[src/rtl/beat_pkg.sv]
// -----------------------------------------------------------------------------
// beat_pkg
// Shared definitions for the beat timer that drives the hardwired controller.
//   - beat_state_t : phase FSM encoding (HALT, PH1, PH2, PH3)
//   - W1/W2/W3     : one-hot beat codes presented on W[3:1]
//   - SYNC_STAGES_DEF : default depth of the QD synchronizer
//   - PHASE_CNT_W  : width of the per-phase down-counter
// -----------------------------------------------------------------------------
package beat_pkg;

    typedef enum logic [1:0] {
        HALT = 2'd0,
        PH1  = 2'd1,
        PH2  = 2'd2,
        PH3  = 2'd3
    } beat_state_t;

    localparam logic [2:0] W1 = 3'b001;
    localparam logic [2:0] W2 = 3'b010;
    localparam logic [2:0] W3 = 3'b100;

    localparam int SYNC_STAGES_DEF = 2;
    localparam int PHASE_CNT_W     = 4;

endpackage

[src/rtl/beat_timer_edge_sync.sv]
// -----------------------------------------------------------------------------
// edge_sync
// Brings an asynchronous, active-high level (the QD pushbutton) into the CLK
// domain through a SYNC_STAGES-deep flip-flop chain and produces a one-cycle
// pulse on each synchronized rising edge.
//
// Ports:
//   CLK      in  1  system clock, rising edge
//   CLR      in  1  asynchronous active-low reset; clears chain and detector
//   async_in in  1  asynchronous level to be synchronized
//   rise     out 1  high for exactly one CLK after a synchronized 0->1 edge
// -----------------------------------------------------------------------------
module edge_sync
    import beat_pkg::*;
#(
    parameter int SYNC_STAGES = SYNC_STAGES_DEF
) (
    input  logic CLK,
    input  logic CLR,
    input  logic async_in,
    output logic rise
);

    // sync_q[0] is the metastability-catching stage; the last stage is the
    // first one safe to use in logic.
    logic [SYNC_STAGES-1:0] sync_q;
    logic                   prev_q;

    always_ff @(posedge CLK or negedge CLR) begin
        if (!CLR) begin
            sync_q <= '0;
            prev_q <= 1'b0;
        end else begin
            sync_q <= {sync_q[SYNC_STAGES-2:0], async_in};
            prev_q <= sync_q[SYNC_STAGES-1];
        end
    end

    // A level that stays high produces only one pulse, so a held button
    // cannot restart the machine repeatedly.
    assign rise = sync_q[SYNC_STAGES-1] & ~prev_q;

endmodule

[src/rtl/beat_timer.sv]
// -----------------------------------------------------------------------------
// beat_timer
// Timing generator for the hardwired controller. Each beat consists of three
// phases; each phase strobe (T1, T2, T3) is high for PHASE_CYCLES clocks. At
// the last clock of T3 the controller's SHORT/LONG/STOP and the DP switch are
// sampled, the next beat is loaded into W and the block either continues with
// the next beat or halts until a fresh QD press.
//
// Ports:
//   CLK       in  1  system clock, rising edge
//   CLR       in  1  asynchronous active-low reset
//   QD        in  1  start pushbutton, asynchronous, active-high
//   DP        in  1  single-step mode: halt after every beat
//   SHORT     in  1  controller: instruction ends after W1
//   LONG      in  1  controller: instruction needs W3
//   STOP      in  1  controller: halt when the current beat ends
//   W         out 3  one-hot beat W[1]/W[2]/W[3]
//   T1,T2,T3  out 1  phase strobes; T3 falling edge ends the beat
//   RUN       out 1  high while beats are being issued
//   BEAT_END  out 1  one-CLK pulse on the final CLK of T3
//
// Parameters:
//   PHASE_CYCLES  clocks per phase strobe, 1..15
//   SYNC_STAGES   QD synchronizer depth, 2..4
// -----------------------------------------------------------------------------
module beat_timer
    import beat_pkg::*;
#(
    parameter int PHASE_CYCLES = 1,
    parameter int SYNC_STAGES  = SYNC_STAGES_DEF
) (
    input  logic       CLK,
    input  logic       CLR,
    input  logic       QD,
    input  logic       DP,
    input  logic       SHORT,
    input  logic       LONG,
    input  logic       STOP,
    output logic [2:0] W,
    output logic       T1,
    output logic       T2,
    output logic       T3,
    output logic       RUN,
    output logic       BEAT_END
);

    // Counter reload value: a phase lasts PH_LOAD+1 clocks.
    localparam logic [PHASE_CNT_W-1:0] PH_LOAD = PHASE_CNT_W'(PHASE_CYCLES - 1);

    beat_state_t            state_q;
    beat_state_t            state_d;
    logic [PHASE_CNT_W-1:0] cnt_q;
    logic [PHASE_CNT_W-1:0] cnt_d;
    logic [2:0]             w_q;
    logic [2:0]             w_d;
    logic                   qd_rise;
    logic                   phase_done;
    logic                   beat_last;

    // Next-beat rule. Any code that is not W1 or W2 (W3, or an illegal value)
    // goes to W1, so W always recovers to a legal one-hot value.
    function automatic logic [2:0] next_beat(input logic [2:0] cur,
                                             input logic       short_i,
                                             input logic       long_i);
        logic [2:0] nxt;
        case (cur)
            W1:      nxt = short_i ? W1 : W2;  // SHORT wins over LONG in W1
            W2:      nxt = long_i  ? W3 : W1;
            default: nxt = W1;
        endcase
        return nxt;
    endfunction

    edge_sync #(
        .SYNC_STAGES (SYNC_STAGES)
    ) u_qd_sync (
        .CLK      (CLK),
        .CLR      (CLR),
        .async_in (QD),
        .rise     (qd_rise)
    );

    assign phase_done = (cnt_q == '0);
    assign beat_last  = (state_q == PH3) && phase_done;

    // ---- state register: FSM state, phase counter and current beat ----
    always_ff @(posedge CLK or negedge CLR) begin
        if (!CLR) begin
            state_q <= HALT;
            cnt_q   <= '0;
            w_q     <= W1;
        end else begin
            state_q <= state_d;
            cnt_q   <= cnt_d;
            w_q     <= w_d;
        end
    end

    // ---- next-state logic ----
    always_comb begin
        state_d = state_q;
        case (state_q)
            HALT: begin
                // QD edges are only acted upon here; edges arriving while
                // running are dropped, not queued.
                if (qd_rise) begin
                    state_d = PH1;
                end
            end
            PH1: begin
                if (phase_done) begin
                    state_d = PH2;
                end
            end
            PH2: begin
                if (phase_done) begin
                    state_d = PH3;
                end
            end
            PH3: begin
                if (phase_done) begin
                    state_d = (STOP || DP) ? HALT : PH1;
                end
            end
            default: state_d = HALT;
        endcase

        // Reload on every phase change (PH3->PH1 included), count down
        // inside a phase, and park at zero while halted.
        if (state_d == HALT) begin
            cnt_d = '0;
        end else if (state_d != state_q) begin
            cnt_d = PH_LOAD;
        end else if (cnt_q != '0) begin
            cnt_d = cnt_q - 1'b1;
        end else begin
            cnt_d = cnt_q;
        end

        // W advances even when halting, so a restart resumes at the right
        // beat. It changes on the same edge that ends T3.
        w_d = beat_last ? next_beat(w_q, SHORT, LONG) : w_q;
    end

    // ---- output decode ----
    always_comb begin
        T1       = 1'b0;
        T2       = 1'b0;
        T3       = 1'b0;
        RUN      = 1'b0;
        BEAT_END = 1'b0;
        case (state_q)
            PH1: begin
                T1  = 1'b1;
                RUN = 1'b1;
            end
            PH2: begin
                T2  = 1'b1;
                RUN = 1'b1;
            end
            PH3: begin
                T3       = 1'b1;
                RUN      = 1'b1;
                BEAT_END = phase_done;
            end
            default: begin
                T1 = 1'b0;
            end
        endcase
    end

    assign W = w_q;

endmodule
[config.mk]
export PLATFORM = sky130hd
export DESIGN_NAME = beat_timer
export DESIGN_NICKNAME = d
export VERILOG_FILES = /design/src/rtl/beat_pkg.sv /design/src/rtl/beat_timer_edge_sync.sv /design/src/rtl/beat_timer.sv
export SDC_FILE = /design/constraint.sdc
export NUM_CORES = 1
export LEC_CHECK = 0
export CAP_MARGIN = 30
export CORE_AREA = 2 2 39 41
export CTS_CLUSTER_DIAMETER = 120
export CTS_CLUSTER_SIZE = 16
export DETAILED_ROUTE_END_ITERATION = 6
export DIE_AREA = 0 0 41 43
export PLACE_DENSITY = 0.69
export SLEW_MARGIN = 20
export SYNTH_ARGS = -nofsm -noshare
export SYNTH_HDL_FRONTEND = slang
export SYNTH_SLANG_ARGS = --single-unit
[constraint.sdc]
create_clock -name CLK -period 4.1 [get_ports CLK]
set_input_delay 0.41 -clock CLK [delete_from_list [all_inputs] [get_ports CLK]]
set_output_delay 0.41 -clock CLK [all_outputs]
set_load 0.05 [all_outputs]
== After elaboration in Yosys (flattened, before gate mapping) ==
Index checks and enable logic that the tools add are counted.

* Register bits: 12
* Input bits: 7
* Word-level logic and storage cells: 39
* Output and inout bits: 8

* $add $sub $neg: 1
* Muxes and demuxes: 17
* Bitwise logic cells: 2
* Equality and inequality tests: 6
* Reductions and logical operators: 8

{| class="wikitable"
|+ Operators with widths
! kind !! number
|-
| 2-to-1 mux 4 bit || 3
|-
| 2-to-1 mux 2 bit || 5
|-
| case mux 2 bit (4 select lines) || 1
|-
| 2-to-1 mux 1 bit || 6
|-
| case mux 3 bit (2 select lines) || 1
|-
| == test 2 bit, second input constant || 2
|-
| zero test 2 bit || 2
|-
| zero test 4 bit || 1
|-
| nonzero test 4 bit || 1
|-
| subtractor 4 x 1 -> 4 bit, second input constant || 1
|-
| == test 3 x 1 -> 1 bit, second input constant || 1
|-
| == test 3 x 2 -> 1 bit, second input constant || 1
|-
| 2-to-1 mux 3 bit || 1
|-
| nonzero test 3 bit || 1
|-
| OR reduction 3 bit || 1
|-
| == test 2 x 1 -> 1 bit, second input constant || 1
|-
| != test 2 bit || 1
|-
| bitwise AND 1 bit || 1
|-
| logical AND 1 bit || 1
|-
| logical OR 1 bit || 1
|-
| inverter 1 bit || 1
|}

== Logic depth before layout (Yosys ltp) ==
Gate-level depths: netlist of the first run.

* Depth in word-level cells: 7
* Mapped depth: 6
* Depth with buffers taken out: 6

== Modules after synthesis ==
A second synthesis of the first run with hierarchy kept.

* Cell total of the unflattened synthesis: 47
* Area, all modules: 531.8 µm²

{| class="wikitable"
|+ By module, submodules not included
! module !! seq. area each (µm²) !! cells each !! times used !! area each (µm²)
|-
| beat_timer || 226.5 || 43 || 1 || 442.9
|-
| edge_sync || 75.1 || 4 || 1 || 88.8
|}

== Worst setup path after synthesis of the first run ==
Ideal clock, no wire load.

* Path type: reg-to-reg
* From: register cnt_q[0]
* To: register w_q[2], in the netlist W[2]
* Data required time: 3,975 ps
* Arrival: 1,523 ps
* Period minus slack after synthesis: 1,648 ps
* Stages on the path, launching flop included: 7
* Path buffers: 0
* Slack: 2,452 ps
* Cells stage by stage: dfrtp_1 > inv_1 > ha_1 > nor3b_4 > nand2_2 > inv_2 > mux2_4

* Cells in the longest elaborated chain, start to end: 2

{| class="wikitable"
|+ RTL lines
! element !! line !! text
|-
| from (decl) || beat_timer.sv:52 || <nowiki>logic [PHASE_CNT_W-1:0] cnt_q;</nowiki>
|-
| from (signal assigned) || beat_timer.sv:94 || <nowiki>cnt_q <= cnt_d;</nowiki>
|-
| zero test 4 bit || beat_timer.sv:83 || <nowiki>assign phase_done = (cnt_q == '0);</nowiki>
|-
| logical AND 1 bit || beat_timer.sv:84 || <nowiki>assign beat_last = (state_q == PH3) && phase_done;</nowiki>
|-
| to (signal assigned) || beat_timer.sv:95 || <nowiki>w_q <= w_d;</nowiki>
|-
| to (decl) || beat_timer.sv:54 || <nowiki>logic [2:0] w_q;</nowiki>
|}

Every way passes these cells.
A chain may end at the register's enable or synchronous reset.

== Worst setup path after layout of the first run ==
* From: register cnt_q[0]
* To: output port BEAT_END

* Cells in the longest elaborated chain, start to end: 2

{| class="wikitable"
|+ RTL lines
! element !! line !! text
|-
| zero test 4 bit || beat_timer.sv:83 ||
|-
| 2-to-1 mux 1 bit || beat_timer.sv:152 || <nowiki>case (state_q)</nowiki>
|-
| to (decl) || beat_timer.sv:44 || <nowiki>output logic BEAT_END</nowiki>
|}

Every way passes these cells.

==> flow_summary.json, run 1 <==
{
  "status": "completed",
  "cts_root_buf": "clkbuf_4",
  "finalWirelength_um": 901,
  "tightest_slew_ns": 0.494,
  "cts_tree": "yes",
  "irDropWorstVdd_uv": 325,
  "gp_congestion": 0.736,
  "final_cells": 81,
  "hold_depth": 0,
  "ctsHoldBuffers": 0,
  "grt_pass1_vias": 333,
  "ys_warn_count": 0,
  "antenna_cells": 0,
  "portBuffers": 14,
  "p_leak_nw": 0.330,
  "maxSlewHeadroom": 0.670,
  "nNetsFinal": 74,
  "fin_crit_ns": 2.69,
  "cts_resized": 0,
  "start_util": 0.383,
  "hpwlAfterDp_um": 674,
  "pin_count": 15,
  "dr.pass1.iters": 3,
  "syn_area_per_cell_um2": 11.3,
  "hold_ws_ns": 0.361,
  "grt_pass1_wl_mm": 1.46,
  "drc": 0,
  "hold_violations": 0,
  "synthCells": 47,
  "path_class": "reg -> out",
  "viasPerCell": 4.77,
  "finalCritPeriodShare": 0.655,
  "grt_start_max_net_pins": 13,
  "final_max_slew_viol_count": 0,
  "worstPathArrival_ns": 2.28,
  "drtIter0Drc": 3,
  "final_cell_mix": "clkdlybuf4s50_1 (14), dfrtp_1 (11), nor2_1 (6)",
  "crit_fanout": 8,
  "dp_cells": 77,
  "critPathSlowestCell": "clkdlybuf4s50_1",
  "clock_sinks": 12,
  "pre_cts_ws_ns": 1.72,
  "min_path_type": "reg -> reg",
  "p_int_mw": 0.280,
  "ys_types": 25,
  "area_delta_synth_final_pct": 35.1,
  "max_stage_delay_ns": 0.79,
  "cts_buffers": 3,
  "fp.dieW_um": 41,
  "num_rows": 14,
  "cts_setup_buffers": 0,
  "p_sw_frac": 0.459,
  "die_area_um2": 1760,
  "drtAntennaViolNets": 0,
  "grt-ovfl-total": 0,
  "switching_power_mw": 0.238,
  "clock_power_share": 0.143,
  "routedWlPerCell_um": 11.1,
  "synth-seq-cells": 12,
  "htreeDepth": 1,
  "fin_skew_ns": 0.0136,
  "core_area_um2": 1380,
  "mostFrequentLayoutCell": "clkdlybuf4s50_1",
  "clk_latency_ns": 0.28,
  "vias": 386,
  "track_usage": 0.128,
  "tns_ns": 0,
  "max_cap_viol_count": 0,
  "antenna_found_initial": 0,
  "worstRegToRegCells": 6,
  "clockBufferDepth": 2,
  "setup_viol": 0,
  "final_util": 0.518,
  "layout_setup_ws_ns": 1.41,
  "drive_above_1_share": 0.138,
  "pwr-share-seq": 0.327,
  "synthesis.nets": 55,
  "combPwrFrac": 0.531,
  "crit_chain": "inv_1 > ha_1 > nor3b_4 > nand2_2 > inv_2 > clkdlybuf4s50_1",
  "critPathRequiredTime_ns": 3.69,
  "ys_seq_area_frac": 0.568,
  "die_h_um": 43,
  "worstSetupEndpointType": "primary output",
  "fmax_mhz": 372,
  "netlist_area_um2": 531,
  "cellPowerDensity_nw_per_um2": 723,
  "rsz0062_at_grt": "false",
  "cp-start-kind": "flop",
  "path_clk_slew_ns": 0.07
}
[state kept, by name (all words and copies together) (netlist names)]
| register | flops |
|---|---|
| cnt_q | 4 |
| W | 3 |
| state_q | 2 |
| u_qd_sync.sync_q | 2 |
| u_qd_sync.prev_q | 1 |
[power groups by stage]
stage | Clock, mW | Sequential (mW) | Combinational, mW
after CTS | 0.0775 | 0.169 | 0.278
after global routing | 0.0806 | 0.173 | 0.291
final | 0.0739 | 0.169 | 0.275
after detailed placement | 0 | 0.171 | 0.276
after global placement | 0 | 0.172 | 0.277
after floorplan | 0 | 0.198 | 0.161
[worst max-delay path: cells and delay by family (launching register included)]
kind	cells	cell delay (ns)
buffers and inverters	3	0.92
AND/OR/NAND/NOR	2	0.47
flip-flops	1	0.40
adder cells (fa/ha/maj)	1	0.19
[cell usage after synthesis]
library cell  count  share of area
nand3b_1          3          0.042
a21o_1            1          0.014
inv_1             3          0.021
nor2_1            6          0.042
inv_2             1         0.0071
a21boi_1          1          0.014
nor2b_1           2          0.024
nand2_1           1         0.0071
nand2b_1          1          0.012
nand2_2           1          0.012
xnor2_1           1          0.017
dfrtp_1          11           0.52
and2_4            1          0.017
mux2_4            1          0.028
ha_1              1          0.024
o21ai_1           1         0.0094
and3_1            1          0.012
a21oi_1           1         0.0094
mux2i_1           1          0.019
nor3b_4           1          0.035
a31oi_1           1          0.012
nor4b_1           1          0.017
o21ai_0           1         0.0094
dfstp_2           1          0.050
nor3_1            3          0.028
[cells by family (layout without fill, tap and decap cells)]
| group | after synthesis | count (layout) | synth area share |
|---|---|---|---|
| AOI/OAI and AO/OA | 6 | 6 | 0.0684 |
| xor gates and xnor gates | 1 | 1 | 0.0165 |
| adders and majority gates | 1 | 1 | 0.0236 |
| buffers and inverters | 4 | 22 | 0.0283 |
| DFF | 12 | 12 | 0.568 |
| muxes | 2 | 2 | 0.0472 |
| and+or+nand+nor | 21 | 21 | 0.248 |
[per-layer routing]
| metal | global-route usage | vias up | part of all wire |
|---|---|---|---|
| li1 | - | 197 | - |
| met1 | 0.194 | 177 | 0.48 |
| met2 | 0.138 | 8 | 0.44 |
| met3 | 0.0785 | 4 | 0.059 |
| met4 | 0.0600 | 0 | 0.019 |
| met5 | 0 | - | 0 |
[cell type report]
| class | count | area, µm² |
|---|---|---|
| clock buffer | 4 | 26.3 |
| fill | 130 | 667 |
| inverter | 4 | 15.0 |
| multi-input combinational | 31 | 214 |
| sequential | 12 | 302 |
| tap | 16 | 20.0 |
| timing repair buffer | 14 | 140 |
[final timing paths]
kind / start / to / slack (ns)
min reg2reg: u_qd_sync.sync_q[0]$_DFF_PN0_ / u_qd_sync.sync_q[1]$_DFF_PN0_ / 0.36
max in group asynchronous: CLR / W[0]$_DFFE_PN1P_ / 3.27
max: cnt_q[0]$_DFFE_PN0P_ / BEAT_END / 1.41
max reg2reg: cnt_q[0]$_DFFE_PN0P_ / W[2]$_DFFE_PN0P_ / 2.50
min in group asynchronous: CLR / state_q[0]$_DFF_PN0_ / 0.46
min: u_qd_sync.sync_q[0]$_DFF_PN0_ / u_qd_sync.sync_q[1]$_DFF_PN0_ / 0.36
[stage by stage]
| step | power, mW | cell area [µm²] |
|---|---|---|
| 2_1_floorplan | 0.359 | 531 |
| 5_1_grt | 0.545 | 717 |
| 3_5_place_dp | 0.447 | 691 |
| 6_report | 0.518 | 717 |
| 4_1_cts | 0.524 | 717 |
| 3_3_place_gp | 0.449 | 691 |
No activity file was read; power rests on OpenSTA's default activity.
==> inputs of run 2 (changes only) <==
--- a/config.mk
+++ b/config.mk
@@ -6,12 +6,11 @@
 export NUM_CORES = 1
 export LEC_CHECK = 0
 export CAP_MARGIN = 30
-export CORE_AREA = 2 2 39 41
+export CORE_UTILIZATION = 39
 export CTS_CLUSTER_DIAMETER = 120
 export CTS_CLUSTER_SIZE = 16
 export DETAILED_ROUTE_END_ITERATION = 6
-export DIE_AREA = 0 0 41 43
-export PLACE_DENSITY = 0.69
+export PLACE_DENSITY = 0.7
 export SLEW_MARGIN = 20
 export SYNTH_ARGS = -nofsm -noshare
 export SYNTH_HDL_FRONTEND = slang
==> constraint.sdc (replaced) <==
create_clock -name CLK -period 2.3 [get_ports CLK]
set_input_delay 0.23 -clock CLK [delete_from_list [all_inputs] [get_ports CLK]]
set_output_delay 0.23 -clock CLK [all_outputs]
set_load 0.05 [all_outputs]
==> run 2 against run 1 <==
Final area up 0.70%. Non-clock buffer count unchanged. Core utilization is 9.1 points higher. Global-route usage up 2.2 points. Power is 83% higher. Count of clock-buffer cells in the layout stayed put. First-iteration DRC count fell by 33%. Highest routed layer unchanged. Register-to-register slack worse by 1.8 ns.
==> flow_summary.json, run 2 (synthesized netlist as in run 1, its figures left out) <==
{
  "worstPathArrival_ns": 1.82,
  "maxSlewHeadroom": 0.665,
  "finalWirelength_um": 880,
  "cts_tree": "yes",
  "nFillCells": 109,
  "path_class": "reg -> out",
  "drive_above_1_share": 0.169,
  "drtAntennaViolNets": 0,
  "hold_ws_ns": 0.295,
  "core_area_um2": 1190,
  "pin_count": 15,
  "fin_skew_ns": 0.00357,
  "antenna_found_initial": 0,
  "die_h_um": 38.9,
  "cellPowerDensity_nw_per_um2": 1310,
  "portBuffers": 14,
  "power_mw": 0.949,
  "max_flop_register": "cnt_q",
  "status": "completed",
  "final_cell_mix": "clkdlybuf4s50_1 (13), dfrtp_1 (11), nor2_1 (6)",
  "fin_crit_ns": 2.05,
  "setup_viol": 0,
  "hold_violations": 0,
  "critPathRequiredTime_ns": 2.07,
  "cts_root_buf": "clkbuf_4",
  "drc": 0,
  "grt_start_max_net_pins": 13,
  "grt_pass1_vias": 367,
  "grt_pass1_wl_mm": 1.48,
  "drtIter0Drc": 2,
  "cts_buffers": 3,
  "p_leak_nw": 0.337,
  "area_delta_synth_final_pct": 36.1,
  "vias": 387,
  "grt-ovfl-total": 0,
  "die_area_um2": 1510,
  "tightest_slew_ns": 0.501,
  "ctsHoldBuffers": 0,
  "cts_resized": 0,
  "irDropWorstVdd_uv": 961,
  "min_path_type": "in -> async",
  "clock_sinks": 12,
  "worstSetupEndpointType": "primary output",
  "gp_congestion": 0.699,
  "cp-start-kind": "flop",
  "cts_setup_buffers": 0,
  "antenna_cells": 0,
  "clockBufferDepth": 2,
  "mostFrequentLayoutCell": "clkdlybuf4s50_1",
  "fp.dieW_um": 38.9,
  "largest_reg_flops": 4,
  "rsz0062_at_grt": "false",
  "track_usage": 0.150,
  "max_cap_viol_count": 0,
  "dr.pass1.iters": 4,
  "crit_fanout": 6,
  "finalCritPeriodShare": 0.893,
  "final_max_slew_viol_count": 0,
  "start_util": 0.447,
  "clk_latency_ns": 0.26,
  "tns_ns": 0,
  "nNetsFinal": 74,
  "routedWlPerCell_um": 11.1,
  "num_rows": 12,
  "fmax_mhz": 487,
  "htreeDepth": 1,
  "viasPerCell": 4.90,
  "path_clk_slew_ns": 0.07
}
[run 2: cell count changes in the layout (fill, tap and decap cells not counted), sizes merged]
cell and delta:
clkdlybuf4s50 -1, buf +1
[run 2: cell type report]
cell class / count / area (µm²) / share of cell area
Sequential cell: 12 / 302 / 0.418
Multi-Input combinational cell: 31 / 214 / 0.296
Timing Repair Buffer: 14 / 138 / 0.191
Clock buffer: 4 / 36.3 / 0.0503
Tap cell: 14 / 17.5 / 0.0243
Inverter: 4 / 15.0 / 0.0208
[run 2: where the power goes]
part	switching [mW]	leakage (nW)	total, mW	internal [mW]
Clock	0.0649	0.0210	0.161	0.0961
Combinational	0.312	0.164	0.488	0.175
Sequential	0.0462	0.152	0.301	0.255
[run 2: final timing paths]
check	from	to	slack, ns	depth (start not counted)
setup reg to reg	cnt_q[0]$_DFFE_PN0P_	W[2]$_DFFE_PN0P_	0.69	6
max in group asynchronous	CLR	W[0]$_DFFE_PN1P_	1.65	1
min in group CLK	u_qd_sync.sync_q[0]$_DFF_PN0_	u_qd_sync.sync_q[1]$_DFF_PN0_	0.36	0
hold reg to reg	u_qd_sync.sync_q[0]$_DFF_PN0_	u_qd_sync.sync_q[1]$_DFF_PN0_	0.36	0
hold / removal	CLR	W[1]$_DFFE_PN0P_	0.29	1
setup / recovery	state_q[1]$_DFF_PN0_	RUN	0.25	3
[run 2: metrics by stage]
stage                     worst slack [ns]  std cells  utilization  instance area [µm²]
final                                0.247         79        0.609                  722
after global routing                 0.123         79        0.609                  722
after CTS                            0.229         79        0.609                  722
after detailed placement             0.535         75        0.578                  686
after global placement               0.571         75        0.578                  686
after floorplan                      0.652         47            -                  531
[run 2: critical path, cell delays in order, from the launching register on]
cell and delay (ns):
dfrtp_1 0.44, nor2_1 0.33, inv_1 0.08, clkdlybuf4s50_1 0.71
[run 2: metal layers]
metal,vias up,GRT usage,routed length (µm)
li1,195,-,-
met1,183,0.203,455
met2,7,0.208,391
met3,2,0.0347,23
met4,0,0.103,10
met5,-,0,0
